`src/rtl/eld_tracker_if.sv`:
```
// eld_tracker_if: issue, response, writeback and scoreboard signals of the external-load tracker.
interface eld_tracker_if #(
    parameter int unsigned N_ENTRY = 4
);
    localparam int unsigned TAG_W  = $clog2(N_ENTRY);
    localparam int unsigned RD_W   = 5;
    localparam int unsigned DATA_W = 32;

    logic              iss_val;
    logic [RD_W-1:0]   iss_rd;
    logic              iss_rdy;
    logic [TAG_W-1:0]  iss_tag;

    logic              rsp_val;
    logic [TAG_W-1:0]  rsp_tag;
    logic [DATA_W-1:0] rsp_data;
    logic              rsp_err;

    logic              wb_val;
    logic [RD_W-1:0]   wb_rd;
    logic [DATA_W-1:0] wb_data;

    logic              clr_op_ready_val;
    logic [RD_W-1:0]   clr_op_ready_idx;
    logic              set_op_ready_val;
    logic [RD_W-1:0]   set_op_ready_idx;

    logic              busy;

    modport master (
        output iss_val, iss_rd, rsp_val, rsp_tag, rsp_data,
        input  iss_rdy, iss_tag, rsp_err, wb_val, wb_rd, wb_data,
        input  clr_op_ready_val, clr_op_ready_idx, set_op_ready_val, set_op_ready_idx, busy
    );

    modport slave (
        input  iss_val, iss_rd, rsp_val, rsp_tag, rsp_data,
        output iss_rdy, iss_tag, rsp_err, wb_val, wb_rd, wb_data,
        output clr_op_ready_val, clr_op_ready_idx, set_op_ready_val, set_op_ready_idx, busy
    );
endinterface

```
`src/rtl/eld_tracker.sv`:
```
// eld_tracker: allocates tags for outstanding external loads and drives GPR scoreboard clear/set.
// Optional ELD_TRK_MULTI_RD_EN: several pending loads may target one rd (youngest-writer tracking).
module eld_tracker #(
    parameter int unsigned N_ENTRY = 4
) (
    input  logic         clk,
    input  logic         arst_n,
    eld_tracker_if.slave bus
);
    localparam int unsigned TAG_W = $clog2(N_ENTRY);
    localparam int unsigned RD_W  = 5;

    logic [N_ENTRY-1:0] valid_q, valid_d;
    logic [RD_W-1:0]    rd_q [N_ENTRY];
    logic [RD_W-1:0]    rd_d [N_ENTRY];
`ifdef ELD_TRK_MULTI_RD_EN
    logic [N_ENTRY-1:0] young_q, young_d;
`endif

    logic               any_free;
    logic               rd_conflict;
    logic [TAG_W-1:0]   alloc_tag;
    logic               iss_ok;
    logic               iss_fire;
    logic               clr_val;
    logic               rsp_hit;
    logic               rsp_young;
    logic [RD_W-1:0]    rsp_rd;
    logic               rsp_wb;

    // Lowest free entry wins; without multi-rd, a pending writer to iss_rd blocks issue.
    always_comb begin
        any_free    = 1'b0;
        alloc_tag   = '0;
        rd_conflict = 1'b0;
        for (int unsigned i = 0; i < N_ENTRY; i++) begin
            if (!valid_q[i] && !any_free) begin
                any_free  = 1'b1;
                alloc_tag = TAG_W'(i);
            end
`ifndef ELD_TRK_MULTI_RD_EN
            if (valid_q[i] && (rd_q[i] == bus.iss_rd) && (bus.iss_rd != '0)) begin
                rd_conflict = 1'b1;
            end
`endif
        end
    end

    assign iss_ok   = any_free && !rd_conflict;
    assign iss_fire = bus.iss_val && iss_ok;
    assign clr_val  = iss_fire && (bus.iss_rd != '0);

    assign bus.iss_rdy          = iss_ok;
    assign bus.iss_tag          = alloc_tag;
    assign bus.clr_op_ready_val = clr_val;
    assign bus.clr_op_ready_idx = clr_val ? bus.iss_rd : '0;

    assign rsp_hit = bus.rsp_val && valid_q[bus.rsp_tag];
    assign rsp_rd  = rd_q[bus.rsp_tag];
    assign rsp_wb  = rsp_hit && (rsp_rd != '0);

    // A same-cycle issue to the same rd strips youngest from the responding entry.
`ifdef ELD_TRK_MULTI_RD_EN
    assign rsp_young = young_q[bus.rsp_tag] && !(iss_fire && (bus.iss_rd == rsp_rd));
`else
    assign rsp_young = 1'b1;
`endif

    // Entry table next state: free on response, then allocate on issue.
    always_comb begin
        valid_d = valid_q;
        rd_d    = rd_q;
`ifdef ELD_TRK_MULTI_RD_EN
        young_d = young_q;
`endif
        if (rsp_hit) begin
            valid_d[bus.rsp_tag] = 1'b0;
        end
        if (iss_fire) begin
`ifdef ELD_TRK_MULTI_RD_EN
            for (int unsigned i = 0; i < N_ENTRY; i++) begin
                if (valid_q[i] && (rd_q[i] == bus.iss_rd)) begin
                    young_d[i] = 1'b0;
                end
            end
            young_d[alloc_tag] = 1'b1;
`endif
            valid_d[alloc_tag] = 1'b1;
            rd_d[alloc_tag]    = bus.iss_rd;
        end
    end

    always_ff @(posedge clk or negedge arst_n) begin
        if (!arst_n) begin
            valid_q <= '0;
            for (int unsigned i = 0; i < N_ENTRY; i++) begin
                rd_q[i] <= '0;
            end
`ifdef ELD_TRK_MULTI_RD_EN
            young_q <= '0;
`endif
        end else begin
            valid_q <= valid_d;
            rd_q    <= rd_d;
`ifdef ELD_TRK_MULTI_RD_EN
            young_q <= young_d;
`endif
        end
    end

    // Registered writeback, scoreboard set, error pulse and busy.
    always_ff @(posedge clk or negedge arst_n) begin
        if (!arst_n) begin
            bus.wb_val           <= 1'b0;
            bus.wb_rd            <= '0;
            bus.wb_data          <= '0;
            bus.set_op_ready_val <= 1'b0;
            bus.set_op_ready_idx <= '0;
            bus.rsp_err          <= 1'b0;
            bus.busy             <= 1'b0;
        end else begin
            bus.wb_val           <= rsp_wb;
            bus.set_op_ready_val <= rsp_wb && rsp_young;
            bus.rsp_err          <= bus.rsp_val && !valid_q[bus.rsp_tag];
            bus.busy             <= |valid_d;
            if (rsp_wb) begin
                bus.wb_rd            <= rsp_rd;
                bus.wb_data          <= bus.rsp_data;
                bus.set_op_ready_idx <= rsp_rd;
            end
        end
    end
endmodule

```
`src/flat_wrapper.sv`:
```
// flat-port wrapper written by rule: the top's interface ports become plain ports
module eld_tracker_flat 
#(
    parameter int unsigned N_ENTRY = 4
)
  (clk, arst_n, bus_iss_val, bus_iss_rd, bus_rsp_val, bus_rsp_tag, bus_rsp_data, bus_iss_rdy, bus_iss_tag, bus_rsp_err, bus_wb_val, bus_wb_rd, bus_wb_data, bus_clr_op_ready_val, bus_clr_op_ready_idx, bus_set_op_ready_val, bus_set_op_ready_idx, bus_busy);
  eld_tracker_if #(.N_ENTRY(N_ENTRY)) bus_i ();
  input  logic clk;
  input  logic arst_n;
  input wire logic [$bits(bus_i.iss_val)-1:0] bus_iss_val;
  input wire logic [$bits(bus_i.iss_rd)-1:0] bus_iss_rd;
  input wire logic [$bits(bus_i.rsp_val)-1:0] bus_rsp_val;
  input wire logic [$bits(bus_i.rsp_tag)-1:0] bus_rsp_tag;
  input wire logic [$bits(bus_i.rsp_data)-1:0] bus_rsp_data;
  output wire logic [$bits(bus_i.iss_rdy)-1:0] bus_iss_rdy;
  output wire logic [$bits(bus_i.iss_tag)-1:0] bus_iss_tag;
  output wire logic [$bits(bus_i.rsp_err)-1:0] bus_rsp_err;
  output wire logic [$bits(bus_i.wb_val)-1:0] bus_wb_val;
  output wire logic [$bits(bus_i.wb_rd)-1:0] bus_wb_rd;
  output wire logic [$bits(bus_i.wb_data)-1:0] bus_wb_data;
  output wire logic [$bits(bus_i.clr_op_ready_val)-1:0] bus_clr_op_ready_val;
  output wire logic [$bits(bus_i.clr_op_ready_idx)-1:0] bus_clr_op_ready_idx;
  output wire logic [$bits(bus_i.set_op_ready_val)-1:0] bus_set_op_ready_val;
  output wire logic [$bits(bus_i.set_op_ready_idx)-1:0] bus_set_op_ready_idx;
  output wire logic [$bits(bus_i.busy)-1:0] bus_busy;
  assign bus_i.iss_val = bus_iss_val;
  assign bus_i.iss_rd = bus_iss_rd;
  assign bus_i.rsp_val = bus_rsp_val;
  assign bus_i.rsp_tag = bus_rsp_tag;
  assign bus_i.rsp_data = bus_rsp_data;
  assign bus_iss_rdy = bus_i.iss_rdy;
  assign bus_iss_tag = bus_i.iss_tag;
  assign bus_rsp_err = bus_i.rsp_err;
  assign bus_wb_val = bus_i.wb_val;
  assign bus_wb_rd = bus_i.wb_rd;
  assign bus_wb_data = bus_i.wb_data;
  assign bus_clr_op_ready_val = bus_i.clr_op_ready_val;
  assign bus_clr_op_ready_idx = bus_i.clr_op_ready_idx;
  assign bus_set_op_ready_val = bus_i.set_op_ready_val;
  assign bus_set_op_ready_idx = bus_i.set_op_ready_idx;
  assign bus_busy = bus_i.busy;
  eld_tracker #(.N_ENTRY(N_ENTRY)) u_core (.clk(clk), .arst_n(arst_n), .bus(bus_i));
endmodule
```
`config.mk`:
```
export PLATFORM = sky130hd
export DESIGN_NAME = eld_tracker_flat
export DESIGN_NICKNAME = d
export VERILOG_FILES = /design/src/rtl/eld_tracker_if.sv /design/src/rtl/eld_tracker.sv /design/src/flat_wrapper.sv
export SDC_FILE = /design/constraint.sdc
export NUM_CORES = 1
export LEC_CHECK = 0
export ABC_AREA = 1
export CAP_MARGIN = 20
export CORE_ASPECT_RATIO = 1.5
export CORE_UTILIZATION = 42
export DETAILED_ROUTE_END_ITERATION = 8
export PLACE_DENSITY = 0.75
export SYNTH_ARGS = -nofsm -noshare
export SYNTH_HDL_FRONTEND = slang
export SYNTH_SLANG_ARGS = --single-unit
```
`constraint.sdc`:
```
create_clock -name clk -period 1.6 [get_ports clk]
set_input_delay 0.32 -clock clk [delete_from_list [all_inputs] [get_ports clk]]
set_output_delay 0.32 -clock clk [all_outputs]
set_load 0.01 [all_outputs]
```
Word-level counts from Yosys, hierarchy flattened
Index checks and enable logic that the tools add are counted. W data, S select, Z words.

Flip-flop bits (word level): 64. Input port bits: 43. Output and inout bits: 55. Logic and storage cells: 82.

$lt $le $gt $ge: 7. Eq/ne operators: 4. Multiplexer cells: 26. Bitwise logic cells: 5. Reduce and logical (&&, ||, !) cells: 30.

Operators by type and width (number): $bwmux W20 (1); $eq A5 B5 Y1 (4); $logic_and A1 B1 Y1 (20); $mux W5 (4); $mux W1 (12); $bmux W5 S2 (1); $demux W5 S2 (1); $reduce_bool A5 Y1 (2); $mux W4 (2); $logic_not A1 Y1 (7); $ge A3 B3 Y1 const B (2); $lt A2 B3 Y1 const B (2); $not A2 Y3 (2); $and A4 B4 Y4 (1); $demux W1 S2 (2); $ge A2 B1 Y1 const B (2); $mux W2 (2); $not A4 Y4 (1); $or A4 B4 Y4 (1); $reduce_or A4 Y1 (1); $lt A3 B1 Y1 const B (1); $bmux W1 S2 (1).

Logic depth before layout (Yosys ltp)
Depth in word-level cells: 16. Mapped depth: 12.

Least setup slack after synthesis
No wires, ideal clock.

Path kind: in2out. Start point: input port bus_iss_rd[0]. End point: output port bus_clr_op_ready_idx[0]. Arrival time: 1.541 ns. Path slack: -0.261 ns. Stages on the path: 11. Path through: buf_2 > inv_2 > nand2_1 > nand2_1 > nor2_1 > nand3_1 > nand2_1 > o21ai_2 > and2_1 > nand3_1 > nor2_1.

Cells in the longest elaborated chain, start to end: 12.

Ends and longest elaborated chain: from (decl) (RTL line flat_wrapper.sv:11) `input wire logic [$bits(bus_i.iss_rd)-1:0] bus_iss_rd;`; $eq A5 B5 Y1 (RTL line eld_tracker.sv:42) `if (valid_q[i] && (rd_q[i] == bus.iss_rd) && (bus.iss_rd != '0)) begin`; $logic_and A1 B1 Y1 (2 in a row) (RTL line eld_tracker.sv:42); $mux W1 (3 in a row) (RTL line eld_tracker.sv:42); $mux W1 (*) (RTL line eld_tracker.sv:42); $logic_not A1 Y1 (*) (RTL line eld_tracker.sv:49) `assign iss_ok = any_free && !rd_conflict;`; $logic_and A1 B1 Y1 (*) (RTL line eld_tracker.sv:49); net bus_iss_rdy (RTL line flat_wrapper.sv:15) `output wire logic [$bits(bus_i.iss_rdy)-1:0] bus_iss_rdy;`; $logic_and A1 B1 Y1 (*) (RTL line eld_tracker.sv:50) `assign iss_fire = bus.iss_val && iss_ok;`; $logic_and A1 B1 Y1 (*) (RTL line eld_tracker.sv:51) `assign clr_val = iss_fire && (bus.iss_rd != '0);`; $mux W5 (*) (RTL line eld_tracker.sv:56) `assign bus.clr_op_ready_idx = clr_val ? bus.iss_rd : '0;`; to (decl) (RTL line flat_wrapper.sv:22) `output wire logic [$bits(bus_i.clr_op_ready_idx)-1:0] bus_clr_op_ready_idx;`.

The timed path passes the listed nets; every way through them passes the cells marked *.

Worst setup path in the final report
Start point: register u_core.rd_q[4] (netlist name). End point: output port bus_clr_op_ready_idx[4].

Cells in the longest elaborated chain, start to end: 9.

Ends and longest elaborated chain: from (decl) (RTL line eld_tracker.sv:14) `logic [RD_W-1:0] rd_q [N_ENTRY];`; from (signal assigned) (RTL line eld_tracker.sv:104) `rd_q <= rd_d;`; $eq A5 B5 Y1 (RTL line eld_tracker.sv:42); $logic_and A1 B1 Y1 (2 in a row) (RTL line eld_tracker.sv:42); $mux W1 (RTL line eld_tracker.sv:42); $logic_not A1 Y1 (RTL line eld_tracker.sv:49); $logic_and A1 B1 Y1 (RTL line eld_tracker.sv:49); $logic_and A1 B1 Y1 (RTL line eld_tracker.sv:50); $logic_and A1 B1 Y1 (RTL line eld_tracker.sv:51); $mux W5 (RTL line eld_tracker.sv:56).

Every way passes these cells.

==> results_dict.tcl <==
set metrics [dict create \
    nFillCells 448 \
    start_util_pct 43.7 \
    cts.sinks 64 \
    gp_congestion 0.955 \
    ys_ff_latch 64 \
    drive_gt1_share_pct 35.4 \
    cts-root-buf "clkbuf_8" \
    tightest_slew_ns 0.403 \
    port_buffers 97 \
    area.growth.synth_to_final_pct 77.2 \
    fin_crit_sh_pct 141 \
    yosysMostFrequentCell "nand2_1" \
    ff2ff_setup_slack_ns -0.35 \
    yosysTopAreaCell "dfrtp_1" \
    synth.top_cells.by_area "dfrtp_1 (53%), nand2_1 (24%), o21ai_0 (4.5%)" \
    fin_area_mm2 0.00538 \
    crit_path_frequent_cell "nand2_1" \
    cp_slowest_cell "dfrtp_1" \
    ioPinCount 98 \
    skew_ns 0.0100 \
    synth_enable_flop_cells 0 \
    drt_pass1_iterations 9 \
    setup-violations-final 71 \
    crit_type "flip-flop to primary output" \
    ys_seq_area_share_pct 52.8 \
    antenna_found_initial 0 \
    avgViaCountPerCell 5.23 \
    failed_checks "design-rule violations, negative setup slack" \
    cts_tree "built" \
    drv_cap 0 \
    cp.required_ns 1.28 \
    worstReg2RegStart "u_core.rd_q[13]$_DFFE_PN0P_" \
    ir_worst_vdd_v 0.000957 \
    syn-cell-area_mm2 0.00304 \
    setup_slack_ns -0.649 \
    fmax_mhz 445 \
    crit_chain "buf_4 > nand2_1 > nand2_1 > nor2_1 > nand3_1 > nand2_1 > o21ai_2 > and2_4 > nand3_4 > buf_6 > nor2_4 > buf_6" \
    avgSynthCellArea_um2 7.59 \
    fp-row-count 37 \
    rsz0062_at_grt "true" \
    power_w 0.0101 \
    overflow 0 \
    worst_ep_arrival_time_ns 1.93 \
    r2r.worst_path.cells 10 \
    numCtsBuffers 9 \
    routedWlPerCell_um 17.2 \
    synth.top_cell.area_share_pct 52.8 \
    fp.dieArea_mm2 0.00758 \
    die_y_um 106 \
    cts_buffer_depth 2 \
    yosys-top-cells-count "nand2_1 (196), dfrtp_1 (64), nor2_1 (30)" \
    clkTransAtPathRegs_ns 0.08 \
    drc 15 \
    critPathLaunchType "flip-flop" \
    syn-num-nets 443 \
    final_nets 623 \
    clk_latency_ns 0.35 \
    grt_pass1_wl_mm 18.0 \
    first_global_vias 3588 \
    dp_hpwl_mm 6.85 \
    core_area_mm2 0.00694 \
    hold_viol_final 0 \
    fin_crit_ns 2.25 \
    p_per_area_mw_per_mm2 1870 \
    synthCells 400 \
    h-tree-depth 3 \
    worst_path_largest_cell_delay_ns 0.42 \
    vias 3468 \
    p_leak_nw 2.89 \
    multiInputGateArea_mm2 0.00144 \
    ant_nets 0 \
    antenna_cells 0 \
    hold_path_class "input port to async pin" \
    grtUsageTotal_pct 31.9 \
    r2r-end "u_core.bus.wb_data[19]$_DFFE_PN0P_" \
    yosysUniqueCellTypes 22 \
    yosys_warnings 0 \
    wirelength_mm 11.4 \
    status "finished, violations left" \
    die_w_um 71.4 \
    cp-end-kind "primary output" \
    slew_headroom_pct 73.2 \
    async_flop_share_pct 100 \
    finalMaxSlewViolations 0 \
    ff_latch_area_mm2 0.00160 \
    placed_cell_area_mm2 0.00447 \
    drtIter0Drc 203 \
    crit_path_max_fanout 3 \
    grt_max_degree 50 \
    synth-main-ff-cell "dfrtp_1" \
]
worst max-delay path, delay by kind of cell, from the launching register on:
kind                   cells  cell delay (ns)
AOI/OAI and AO/OA          1             0.07
and+or+nand+nor            8             0.70
buffers and inverters      3             0.40
DFF                        1             0.42
layer usage:
layer,vias up,GRT usage (%),wire length [um]
met2,184,57.1,5990
met4,0,20.9,762
met1,1613,32.9,3900
li1,1612,-,-
met5,-,0,0
met3,59,6.45,763
power by group:
part,leakage [nW],switching (W),total [W],internal [W]
clock network,0.0989,0.000688,0.00145,0.000767
registers,0.794,0.000577,0.00294,0.00236
logic,2.00,0.00277,0.00569,0.00292
stage by stage:
| step | std cells | worst slack, ns | utilization (%) | hold WS, ns | setup TNS [ns] |
|---|---|---|---|---|---|
| after global routing | 663 | -0.791 | 77.4 | 0.459 | -28.61 |
| final | 663 | -0.649 | 77.4 | 0.426 | -19.85 |
| after floorplan | 400 | -0.136 | - | 0.0244 | -0.707 |
| after detailed placement | 613 | -1.24 | 64.4 | 0.266 | -55.46 |
| after CTS | 659 | -0.628 | 76.3 | 0.424 | -16.06 |
| after global placement | 613 | -1.22 | 64.4 | 0.254 | -53.67 |
timing repair:
action                                 in CTS  in global routing
endpoints found under the hold margin      15                  0
buffers inserted                           20                  6
setup endpoints to repair                  81                 85
cloned                                     10                  0
pin swaps                                   8                  6
gates resized for setup                   192                 25
hold buffers                                1                  0
how the worst max path moves through the flow:
stage / endpoint / startpoint / slack (ns) / cells after the start
after floorplan: bus_clr_op_ready_idx[0] / bus_iss_rd[0] / -0.14 / 11
after global placement: bus_clr_op_ready_idx[0] / bus_iss_rd[0] / -1.22 / 13
after detailed placement: bus_clr_op_ready_idx[0] / bus_iss_rd[0] / -1.24 / 13
after CTS: bus_clr_op_ready_idx[4] / u_core.rd_q[14]$_DFFE_PN0P_ / -0.63 / 12
after global routing: bus_clr_op_ready_idx[4] / u_core.rd_q[4]$_DFFE_PN0P_ / -0.79 / 12
final: bus_clr_op_ready_idx[4] / u_core.rd_q[4]$_DFFE_PN0P_ / -0.65 / 12
registers in the layout, summed over array words and instances, names as in the netlist:
register	count
u_core.bus.wb_data	32
u_core.bus.rsp_err	1
u_core.bus.wb_val	1
u_core.rd_q	20
u_core.bus.wb_rd	5
u_core.bus.busy	1
u_core.valid_q	4
cells by family (layout without fill, tap and decap cells):
group,after synthesis,in the layout,share of synthesized area (%)
AO/OA/AOI/OAI,42,42,8.24
buffers and inverters,54,239,8.49
flip-flops,64,64,52.8
AND/OR/NAND/NOR,240,240,30.5
layout make-up:
class | count | share of cell area [%]
Timing Repair Buffer | 180 | 33.0
Sequential cell | 64 | 29.8
Multi-Input combinational cell | 282 | 26.7
Inverter | 36 | 2.95
Clock buffer | 10 | 2.56
Timing Repair inverter | 7 | 1.81
Tap cell | 78 | 1.81
Clock inverter | 6 | 1.26
placed cells by master (no fill, tap or decap), drive strengths merged:
| master | synthesis | final |
|---|---|---|
| a21oi | 1 | 1 |
| a221oi | 1 | 1 |
| a22oi | 5 | 5 |
| and2 | 1 | 1 |
| buf | 15 | 92 |
| bufinv | 0 | 1 |
| clkbuf | 3 | 10 |
| clkdlybuf4s15 | 0 | 1 |
| clkdlybuf4s50 | 0 | 58 |
| clkinv | 0 | 2 |
| clkinvlp | 0 | 2 |
| dfrtp | 64 | 64 |
| dlygate4sd2 | 0 | 15 |
| dlygate4sd3 | 0 | 1 |
| dlymetal6s2s | 0 | 13 |
| inv | 36 | 44 |
| nand2 | 196 | 196 |
| nand3 | 7 | 7 |
| nand4 | 4 | 4 |
| nor2 | 31 | 31 |
| nor3 | 1 | 1 |
| o21ai | 29 | 29 |
| o221ai | 5 | 5 |
| o22ai | 1 | 1 |
Power figures use the tool's default switching activity.
